### src/rtl/softermax_pkg.sv
// softermax_pkg
// Shared helpers for the softermax local-window datapath:
//   - out_max_width  : width of the signed integer local max (one extra bit so
//                      that the ceiling of the largest logit, e.g. 7.9375 -> 8,
//                      still fits).
//   - pow2_lut_entry : one entry of the 2^(f/2^frac_w) table, scaled to
//                      val_w-1 fraction bits and rounded half-up.
// Both functions are evaluated at elaboration time only.
package softermax_pkg;

    function automatic int out_max_width(input int in_w, input int frac_w);
        return in_w - frac_w + 1;
    endfunction

    function automatic int pow2_lut_entry(input int f, input int frac_w, input int val_w);
        real expo;
        real scaled;
        expo   = real'(f) / real'(1 << frac_w);
        scaled = (2.0 ** expo) * (2.0 ** real'(val_w - 1));
        return int'($floor(scaled + 0.5));
    endfunction

endpackage

### src/rtl/softermax_pow2_shift.sv
// softermax_pow2_shift
// Combinational 2^d for one lane, where d <= 0 is a signed fixed-point value
// with IN_FRAC_WIDTH fraction bits. d is split into an integer part q (floor)
// and a fraction f; the result is LUT[f] >> -q, flushed to zero once the
// shift reaches the output width.
// Ports:
//   diff  in  [DIFF_WIDTH-1:0]       signed difference x_i - max
//   value out [OUT_VALUE_WIDTH-1:0]  unsigned, OUT_VALUE_WIDTH-1 fraction bits
module softermax_pow2_shift
    import softermax_pkg::*;
#(
    parameter int IN_FRAC_WIDTH   = 4,
    parameter int OUT_VALUE_WIDTH = 16,
    parameter int DIFF_WIDTH      = 10
) (
    input  logic [DIFF_WIDTH-1:0]      diff,
    output logic [OUT_VALUE_WIDTH-1:0] value
);

    localparam int LUT_SIZE = 1 << IN_FRAC_WIDTH;

    logic [OUT_VALUE_WIDTH-1:0] lut [LUT_SIZE];
    logic [IN_FRAC_WIDTH-1:0]   frac_s;
    logic signed [DIFF_WIDTH-1:0] quot_s;
    logic [DIFF_WIDTH-1:0]      shift_s;

    for (genvar g = 0; g < LUT_SIZE; g++) begin : g_lut
        localparam logic [OUT_VALUE_WIDTH-1:0] ENTRY =
            OUT_VALUE_WIDTH'(pow2_lut_entry(g, IN_FRAC_WIDTH, OUT_VALUE_WIDTH));
        assign lut[g] = ENTRY;
    end

    // Table lookup on the fraction, then a truncating shift by the integer part.
    always_comb begin
        frac_s  = diff[IN_FRAC_WIDTH-1:0];
        quot_s  = $signed(diff) >>> IN_FRAC_WIDTH;
        // diff is never positive, so -quot is a non-negative shift count.
        shift_s = -quot_s;
        if (shift_s >= DIFF_WIDTH'(OUT_VALUE_WIDTH)) begin
            value = '0;
        end else begin
            value = lut[frac_s] >> shift_s;
        end
    end

endmodule

### src/rtl/softermax_local_window.sv
// softermax_local_window
// Local-max / pow2 front end of the softermax pipeline. Per beat of
// PARALLELISM signed logits it emits the ceiling of the lane maximum
// (out_max) and 2^(x_i - out_max) per lane as unsigned values in [0, 2).
// Three registered stages with valid/ready handshake:
//   S0 input register, S1 max + ceiling + subtract, S2 pow2 + shift.
// Optional build macro SOFTERMAX_LOCAL_WINDOW_MASK_EN adds in_mask: masked
// lanes are left out of the max and produce 0; an all-masked beat yields the
// most negative out_max and all-zero values.
// Ports:
//   clk, rst              clock, synchronous active-high reset
//   in_data/in_valid/in_ready      input beat and handshake
//   in_mask               per-lane exclusion (mask build only)
//   out_values/out_max/out_valid/out_ready  output beat and handshake
module softermax_local_window
    import softermax_pkg::*;
#(
    parameter int  PARALLELISM     = 4,
    parameter int  IN_WIDTH        = 8,
    parameter int  IN_FRAC_WIDTH   = 4,
    parameter int  OUT_VALUE_WIDTH = 16,
    localparam int OUT_MAX_WIDTH   = out_max_width(IN_WIDTH, IN_FRAC_WIDTH)
) (
    input  logic                                        clk,
    input  logic                                        rst,
    input  logic [PARALLELISM-1:0][IN_WIDTH-1:0]        in_data,
`ifdef SOFTERMAX_LOCAL_WINDOW_MASK_EN
    input  logic [PARALLELISM-1:0]                      in_mask,
`endif
    input  logic                                        in_valid,
    output logic                                        in_ready,
    output logic [PARALLELISM-1:0][OUT_VALUE_WIDTH-1:0] out_values,
    output logic [OUT_MAX_WIDTH-1:0]                    out_max,
    output logic                                        out_valid,
    input  logic                                        out_ready
);

    localparam int DIFF_WIDTH = IN_WIDTH + 2;

    logic                                        s0_valid_r;
    logic                                        s1_valid_r;
    logic                                        s2_valid_r;
    logic                                        ready_s1_s;
    logic                                        ready_s2_s;
    logic [PARALLELISM-1:0]                      mask_in_s;
    logic [PARALLELISM-1:0][IN_WIDTH-1:0]        s0_data_r;
    logic [PARALLELISM-1:0]                      s0_mask_r;
    logic [PARALLELISM-1:0][DIFF_WIDTH-1:0]      s1_diff_r;
    logic [PARALLELISM-1:0]                      s1_mask_r;
    logic [OUT_MAX_WIDTH-1:0]                    s1_max_r;
    logic signed [IN_WIDTH-1:0]                  lane_max_s;
    logic                                        any_lane_s;
    logic signed [IN_WIDTH:0]                    max_round_s;
    logic [OUT_MAX_WIDTH-1:0]                    max_ceil_s;
    logic [PARALLELISM-1:0][DIFF_WIDTH-1:0]      diff_s;
    logic [PARALLELISM-1:0][OUT_VALUE_WIDTH-1:0] pow_s;

`ifdef SOFTERMAX_LOCAL_WINDOW_MASK_EN
    assign mask_in_s = in_mask;
`else
    assign mask_in_s = '0;
`endif

    assign out_valid = s2_valid_r;

    // Backward ready chain: a stage accepts when empty or when its successor accepts.
    always_comb begin
        ready_s2_s = !s2_valid_r || out_ready;
        ready_s1_s = !s1_valid_r || ready_s2_s;
        in_ready   = !s0_valid_r || ready_s1_s;
    end

    // Lane max over unmasked lanes, ceiling to an integer, and per-lane difference.
    always_comb begin
        lane_max_s = {1'b1, {(IN_WIDTH-1){1'b0}}};
        any_lane_s = 1'b0;
        for (int i = 0; i < PARALLELISM; i++) begin
            if (!s0_mask_r[i] && (!any_lane_s || $signed(s0_data_r[i]) > lane_max_s)) begin
                lane_max_s = $signed(s0_data_r[i]);
                any_lane_s = 1'b1;
            end else begin
                any_lane_s = any_lane_s;
            end
        end
        // One extra integer bit absorbs the carry of the rounding-up add.
        max_round_s = {lane_max_s[IN_WIDTH-1], lane_max_s}
                    + (IN_WIDTH+1)'((1 << IN_FRAC_WIDTH) - 1);
        if (any_lane_s) begin
            max_ceil_s = OUT_MAX_WIDTH'(max_round_s >>> IN_FRAC_WIDTH);
        end else begin
            max_ceil_s = {1'b1, {(OUT_MAX_WIDTH-1){1'b0}}};
        end
        for (int i = 0; i < PARALLELISM; i++) begin
            diff_s[i] = DIFF_WIDTH'($signed(s0_data_r[i]))
                      - (DIFF_WIDTH'($signed(max_ceil_s)) << IN_FRAC_WIDTH);
        end
    end

    for (genvar g = 0; g < PARALLELISM; g++) begin : g_lane
        softermax_pow2_shift #(
            .IN_FRAC_WIDTH   (IN_FRAC_WIDTH),
            .OUT_VALUE_WIDTH (OUT_VALUE_WIDTH),
            .DIFF_WIDTH      (DIFF_WIDTH)
        ) u_pow2 (
            .diff  (s1_diff_r[g]),
            .value (pow_s[g])
        );
    end

    // S0: capture the incoming beat.
    always_ff @(posedge clk) begin
        if (rst) begin
            s0_valid_r <= 1'b0;
            s0_data_r  <= '0;
            s0_mask_r  <= '0;
        end else if (in_ready) begin
            s0_valid_r <= in_valid;
            if (in_valid) begin
                s0_data_r <= in_data;
                s0_mask_r <= mask_in_s;
            end
        end
    end

    // S1: register integer max and per-lane differences.
    always_ff @(posedge clk) begin
        if (rst) begin
            s1_valid_r <= 1'b0;
            s1_diff_r  <= '0;
            s1_mask_r  <= '0;
            s1_max_r   <= '0;
        end else if (ready_s1_s) begin
            s1_valid_r <= s0_valid_r;
            if (s0_valid_r) begin
                s1_diff_r <= diff_s;
                s1_mask_r <= s0_mask_r;
                s1_max_r  <= max_ceil_s;
            end
        end
    end

    // S2: register pow2 values (masked lanes forced to zero) and the max.
    always_ff @(posedge clk) begin
        if (rst) begin
            s2_valid_r <= 1'b0;
            out_values <= '0;
            out_max    <= '0;
        end else if (ready_s2_s) begin
            s2_valid_r <= s1_valid_r;
            if (s1_valid_r) begin
                for (int i = 0; i < PARALLELISM; i++) begin
                    out_values[i] <= s1_mask_r[i] ? '0 : pow_s[i];
                end
                out_max <= s1_max_r;
            end
        end
    end

endmodule

### config.mk
export PLATFORM = sky130hd
export DESIGN_NAME = softermax_local_window
export DESIGN_NICKNAME = d
export VERILOG_FILES = /design/src/rtl/softermax_pkg.sv /design/src/rtl/softermax_pow2_shift.sv /design/src/rtl/softermax_local_window.sv
export SDC_FILE = /design/constraint.sdc
export NUM_CORES = 1
export LEC_CHECK = 0
export ABC_AREA = 1
export BUFFER_PORTS_ARGS = -buffer_cell sky130_fd_sc_hd__buf_4
export CAP_MARGIN = 20
export CORE_UTILIZATION = 60
export CTS_CLUSTER_DIAMETER = 150
export CTS_CLUSTER_SIZE = 14
export DETAILED_ROUTE_END_ITERATION = 8
export MAX_ROUTING_LAYER = met4
export PLACE_DENSITY = 0.81
export SLEW_MARGIN = 20
export SYNTH_ARGS = -nofsm -noshare
export SYNTH_HDL_FRONTEND = slang
export SYNTH_SLANG_ARGS = --single-unit
### constraint.sdc
create_clock -name clk -period 13.13 [get_ports clk]
set_clock_uncertainty 0.05 [all_clocks]
set_input_delay 2.626 -clock clk [delete_from_list [all_inputs] [get_ports clk]]
set_output_delay 2.626 -clock clk [all_outputs]
set_load 0.005 [all_outputs]
Word level (Yosys, flattened, before mapping) --
Memories as Yosys holds them, arrays and structs flattened. Cells that the tools add are included.
Cells by class: $add $sub $neg 9, magnitude comparators 11, shifts and indexed selects 4, mux-type cells 15, bitwise gates (word level) 4, reduce and logical (&&, ||, !) cells 9
Operator list (count):
- $mux 16 | 12
- $shr 16x10->16 | 4
- $ge 10x5->1 const B | 4
- $neg 6->10 | 4
- $sub 8x9->10 | 4
- $gt 8x8->1 | 3
- $mux 8 | 3
- $ge 5x5->1 const B | 4
- $not 4->5 | 4
- $add 8x5->9 const B | 1
- $reduce_and 2->1 | 3
- $logic_not 1->1 | 3
- $logic_or 1x1->1 | 3
Storage, ports and cells: bits in registers 149, ROM bits 1024, output and inout bits 71, logic and storage cells 73, memories 4
Memories:
- (name not given) | words 16, width 16, rd ports 1, clocked after memory_dff 0, wr ports 0, RTL line softermax_pow2_shift.sv:42 | value = lut[frac_s] >> shift_s;
- (name not given) | words 16, width 16, rd ports 1, clocked after memory_dff 0, wr ports 0, RTL line softermax_pow2_shift.sv:42
- (name not given) | words 16, width 16, rd ports 1, clocked after memory_dff 0, wr ports 0, RTL line softermax_pow2_shift.sv:42
- (name not given) | words 16, width 16, rd ports 1, clocked after memory_dff 0, wr ports 0, RTL line softermax_pow2_shift.sv:42

Depth between registers and ports, before layout --
depth in word-level cells 8, gate-level depth with buffers 55, depth with buffers taken out 53

Cells and area by module --
A second synthesis with hierarchy kept.
Unflattened totals: cell total of the unflattened synthesis 2014, area, all modules 12245.5 µm²
Modules (own cells, without submodules):
- softermax_local_window | instances 1, cells each 1002, area an instance 7070.5 µm², sequential area each 2982.9 µm²
- softermax_pow2_shift (g_lane[0].u_pow2 ...) | instances 3, cells each 254, area an instance 1292.5 µm², sequential area each 0.0 µm²
- softermax_pow2_shift (g_lane[3].u_pow2) | instances 1, cells each 250, area an instance 1297.5 µm², sequential area each 0.0 µm²

Least setup slack after synthesis --
Ideal clock, no wire load.
path type flip-flop to flip-flop, start point register s0_data_r[7] (netlist name), end point register s1_diff_r[38] (netlist name), library setup time 0.109 ns, arrival time 5.501 ns, data required time 12.971 ns, slack 7.470 ns, stages on the path, launching flop included 48, buffers on the path 2, path through dfxtp_1 -> inv_1 -> ha_1 -> a21o_1 -> nor2_1 -> nand2_1 -> nand2_2 -> nand3_4 -> buf_2 -> nand2_1 -> o21ai_0 -> ha_1 -> nand4_1 -> inv_1 -> nand2_1 -> nor3b_1 -> nand2_1 -> nand3_4 -> (+12 left out) -> buf_4 -> nor2_1 -> nand3_1 -> nand3_1 -> nand2_1 -> nand2_1 -> nand2_1 -> nand2_1 -> inv_1 -> ha_1 -> inv_1 -> nand2_1 -> nand3_1 -> nand3_1 -> nand3b_1 -> nand3_1 -> nand2_1 -> inv_1
Between the ends: cells in the longest elaborated chain, start to end 8
Ends and longest elaborated chain:
- from (decl) | RTL line softermax_local_window.sv:46 | logic [PARALLELISM-1:0][IN_WIDTH-1:0] s0_data_r;
- from (signal assigned) | RTL line softermax_local_window.sv:119 | s0_data_r <= in_data;
- $gt 8x8->1 | RTL line softermax_local_window.sv:78 | if (!s0_mask_r[i] && (!any_lane_s || $signed(s0_data_r[i]) > lane_max_s)) begin
- $mux 8 (*) | RTL line softermax_local_window.sv:78
- $gt 8x8->1 | RTL line softermax_local_window.sv:78
- $mux 8 (*) | RTL line softermax_local_window.sv:78
- $gt 8x8->1 | RTL line softermax_local_window.sv:78
- $mux 8 (*) | RTL line softermax_local_window.sv:78
- $add 8x5->9 (*) | RTL line softermax_local_window.sv:87 | + (IN_WIDTH+1)'((1 << IN_FRAC_WIDTH) - 1);
- $sub 8x9->10 (*) | RTL line softermax_local_window.sv:95 | - (DIFF_WIDTH'($signed(max_ceil_s)) << IN_FRAC_WIDTH);
- to (signal assigned) | RTL line softermax_local_window.sv:135 | s1_diff_r <= diff_s;
- to (decl) | RTL line softermax_local_window.sv:48 | logic [PARALLELISM-1:0][DIFF_WIDTH-1:0] s1_diff_r;
Every way passes the cells marked *; elsewhere a longest branch is shown, timed or not. A chain may end at the register's enable or synchronous reset.

Worst setup path in the final report --
start point register s0_data_r[7] (netlist name), end point register s1_diff_r[18] (netlist name)
The elaborated chain is that of the path after synthesis.

==> metrics.yaml <==
dpl_worst_slack_ns: 6.41
grt_max_degree: 74
synth_enable_flop_cells: 0
synth_area_um2: 10800
ys_ff_latch: 149
synth-xor-area-share: 0.0130
grt_pass1_vias: 10000
slew_headroom: 0.324
status: "finished clean"
synth_top_family_by_area: "compound AO/OA/AOI/OAI gates"
ctsResizeCount: 0
first_pass_iters: 6
start_kind: "register"
die_h_um: 136
globalplace.congestion: 0.942
syn-num-nets: 1800
synth_top_area_share: 0.276
muxShareOfSynthArea: 0.00648
drc: 0
synth-simple-area-share: 0.259
clkLatencyLatePin_ns: 0.43
crit_required_ns: 13.41
io_buffers: 106
rsz0062_at_grt: "false"
p_leak_nw: 5.58
yosysSeqAreaShare: 0.276
slowest_stage: "dfxtp_1"
n_fill_cell: 1590
r2r-start: "s0_data_r[7]$_SDFFE_PP0P_"
cts_tree: "yes"
slowest_delay_ns: 0.39
worst_slack_ns: 6.22
numCtsBuffers: 17
drv_cap: 0
r2r_cells: 45
cp.arrival_ns: 7.19
avgSynthCellArea_um2: 6.38
cts_root_buf: "clkbuf_16"
die_area_um2: 18600
num_vias: 11400
wl_per_cell_um: 14.8
min_to: "out_values[27]$_SDFFE_PP0P_"
hold_start: "out_values[27]$_SDFFE_PP0P_"
routed_wl_um: 29400
synthCells: 1694
grt_overflow: 0
cts_hold_buffers: 0
synth-compound-area-share: 0.264
nets: 1851
grt_first_pass_wirelength_um: 47800
post-route-min-period_ns: 6.91
synth_cell_type_count: 52
h-tree-depth: 4
ioPinCount: 107
tns_ns: 0
synthToLayoutAreaGrowth_pct: 12.5
crit_type: "register to register"
die_x_um: 136
cp-end-kind: "register"
vdd_drop_max_v: 0.000144
yosys.area.top_type: "dfxtp_1"
min_path_cells: 2
tightest_slew_ns: 1.01
cts.clk_slew.worst_paths_ns: 0.06
path_max_fanout: 16
ys_warn_count: 0
finalHoldViolCount: 0
drt-initial-drc-count: 1252
synthTopCellsByArea: "dfxtp_1 (28%), nand2_1 (14%), o21ai_0 (10%)"
start_util: 0.619
dp_hpwl_um: 21500
clock_path_buffers: 2
rows: 48
setup_viol: 0
synth_ff_type: "dfxtp_1"
cts_setup_buffers: 0
antenna_left: 0
vias_per_cell: 5.76
synth_fa_ha_area_frac: 0.0810
async_flop_share: 0
layout-drive-gt1-share: 0.105
cts_sinks: 149
r2r_end: "s1_diff_r[18]$_SDFFE_PP0P_"
core_um2: 17500
min_path_type: "register to register"
antenna_found_initial: 0
maxClockFrequency_ghz: 0.145
r2r_setup_slack_ns: 6.22
n_antenna_cell: 0
power_per_cell_area_nw_per_um2: 193
cp_common_cell: "nand2_1"
finalCritPeriodShare: 0.526
track_usage: 0.329
slew_viol_final: 0
-- worst max-delay path by stage --
stage                     slack (ns)  cells after the start                    endpoint                       from
after floorplan                 7.47                     47  s1_diff_r[38]$_SDFFE_PP0P_  s0_data_r[7]$_SDFFE_PP0P_
after global placement          6.82                     45  s1_diff_r[18]$_SDFFE_PP0P_  s0_data_r[7]$_SDFFE_PP0P_
after detailed placement        6.41                     45  s1_diff_r[18]$_SDFFE_PP0P_  s0_data_r[7]$_SDFFE_PP0P_
after CTS                       6.36                     45  s1_diff_r[18]$_SDFFE_PP0P_  s0_data_r[7]$_SDFFE_PP0P_
after global routing            5.44                     46   s1_diff_r[8]$_SDFFE_PP0P_  s0_data_r[7]$_SDFFE_PP0P_
final                           6.22                     45  s1_diff_r[18]$_SDFFE_PP0P_  s0_data_r[7]$_SDFFE_PP0P_
-- metrics by stage --
| stage | hold slack [ns] | utilization | instances | area (um2) | total power, mW |
|---|---|---|---|---|---|
| floorplan | 0.399 | - | 1694 | 10800 | 1.58 |
| global placement | 0.404 | 0.665 | 1951 | 11600 | 1.84 |
| detailed placement | 0.410 | 0.665 | 1951 | 11600 | 1.86 |
| CTS | 0.420 | 0.696 | 1982 | 12200 | 2.32 |
| global route | 0.436 | 0.696 | 1982 | 12200 | 2.56 |
| finish | 0.414 | 0.696 | 1982 | 12200 | 2.35 |
-- registers in the layout, summed over array words and instances, names as in the netlist --
register and count:
out_max 5, out_valid 1, s1_max_r 5, out_values 64, s0_valid_r 1, s1_valid_r 1
s1_diff_r 40, s0_data_r 32
-- worst max-delay path: cells and delay by family (launching register included) --
kind                       cells  cell delay [ns]
and+or+nand+nor               27             3.37
DFF                            1             0.39
adders and majority gates      4             1.13
AOI/OAI and AO/OA              5             1.03
buffers and inverters          9             0.81
-- metal layers --
metal	wire, um	global-route usage
met5	0	-
met1	13800	0.456
met3	2220	0.0496
met2	13000	0.498
met4	425	0.0784
-- power by group --
part	leakage [nW]	internal, mW	switching, mW
sequential	1.22	0.490	0.0382
combinational	4.10	0.447	0.915
clock	0.261	0.260	0.198
-- Yosys cell counts (all sizes together), types with 2 or more instances --
cell / n
a211oi: 5
a21o: 2
a21oi: 173
a221oi: 3
a22o: 3
a22oi: 22
a2bb2oi: 3
a31oi: 17
a32o: 2
a32oi: 4
buf: 11
clkbuf: 69
clkinv: 9
dfxtp: 149
ha: 70
inv: 195
mux2i: 7
nand2: 412
nand3: 85
nand4: 22
nor2: 119
nor3: 12
o211a: 2
o211ai: 22
o21ai: 221
o21bai: 3
o221ai: 5
o22ai: 16
or2: 8
xnor2: 8
xor2: 8
-- final cells by class --
| cell class | count | area, um2 | area share |
|---|---|---|---|
| Timing Repair Buffer | 112 | 841 | 0.0691 |
| Clock buffer | 20 | 437 | 0.0359 |
| Tap cell | 225 | 282 | 0.0231 |
| Multi-Input combinational cell | 1261 | 6750 | 0.555 |
| Sequential cell | 149 | 2980 | 0.245 |
| Clock inverter | 11 | 104 | 0.00854 |
| Inverter | 204 | 766 | 0.0629 |
-- kinds of logic after synthesis --
logic type / count (synthesis)
and+or+nand+nor: 661
AOI/OAI and AO/OA: 507
buffers and inverters: 284
DFF: 149
adders and majority gates: 70
xor gates and xnor gates: 16
muxes: 7
-- placed cells by master, fill, tap and decap left out, drive strengths merged, types with 12 or more instances in the layout --
cell | synthesis | layout
nor2 | 119 | 119
nand4 | 22 | 22
a31oi | 17 | 17
o211ai | 22 | 22
a22oi | 22 | 22
clkinv | 9 | 13
dfxtp | 149 | 149
a21oi | 173 | 173
buf | 11 | 112
nand2 | 412 | 412
nor3 | 12 | 12
inv | 195 | 199
clkbuf | 69 | 20
o21ai | 221 | 221
nand3 | 85 | 85
o22ai | 16 | 16
ha | 70 | 70
Note: power is estimated with default switching activity, not from simulation.
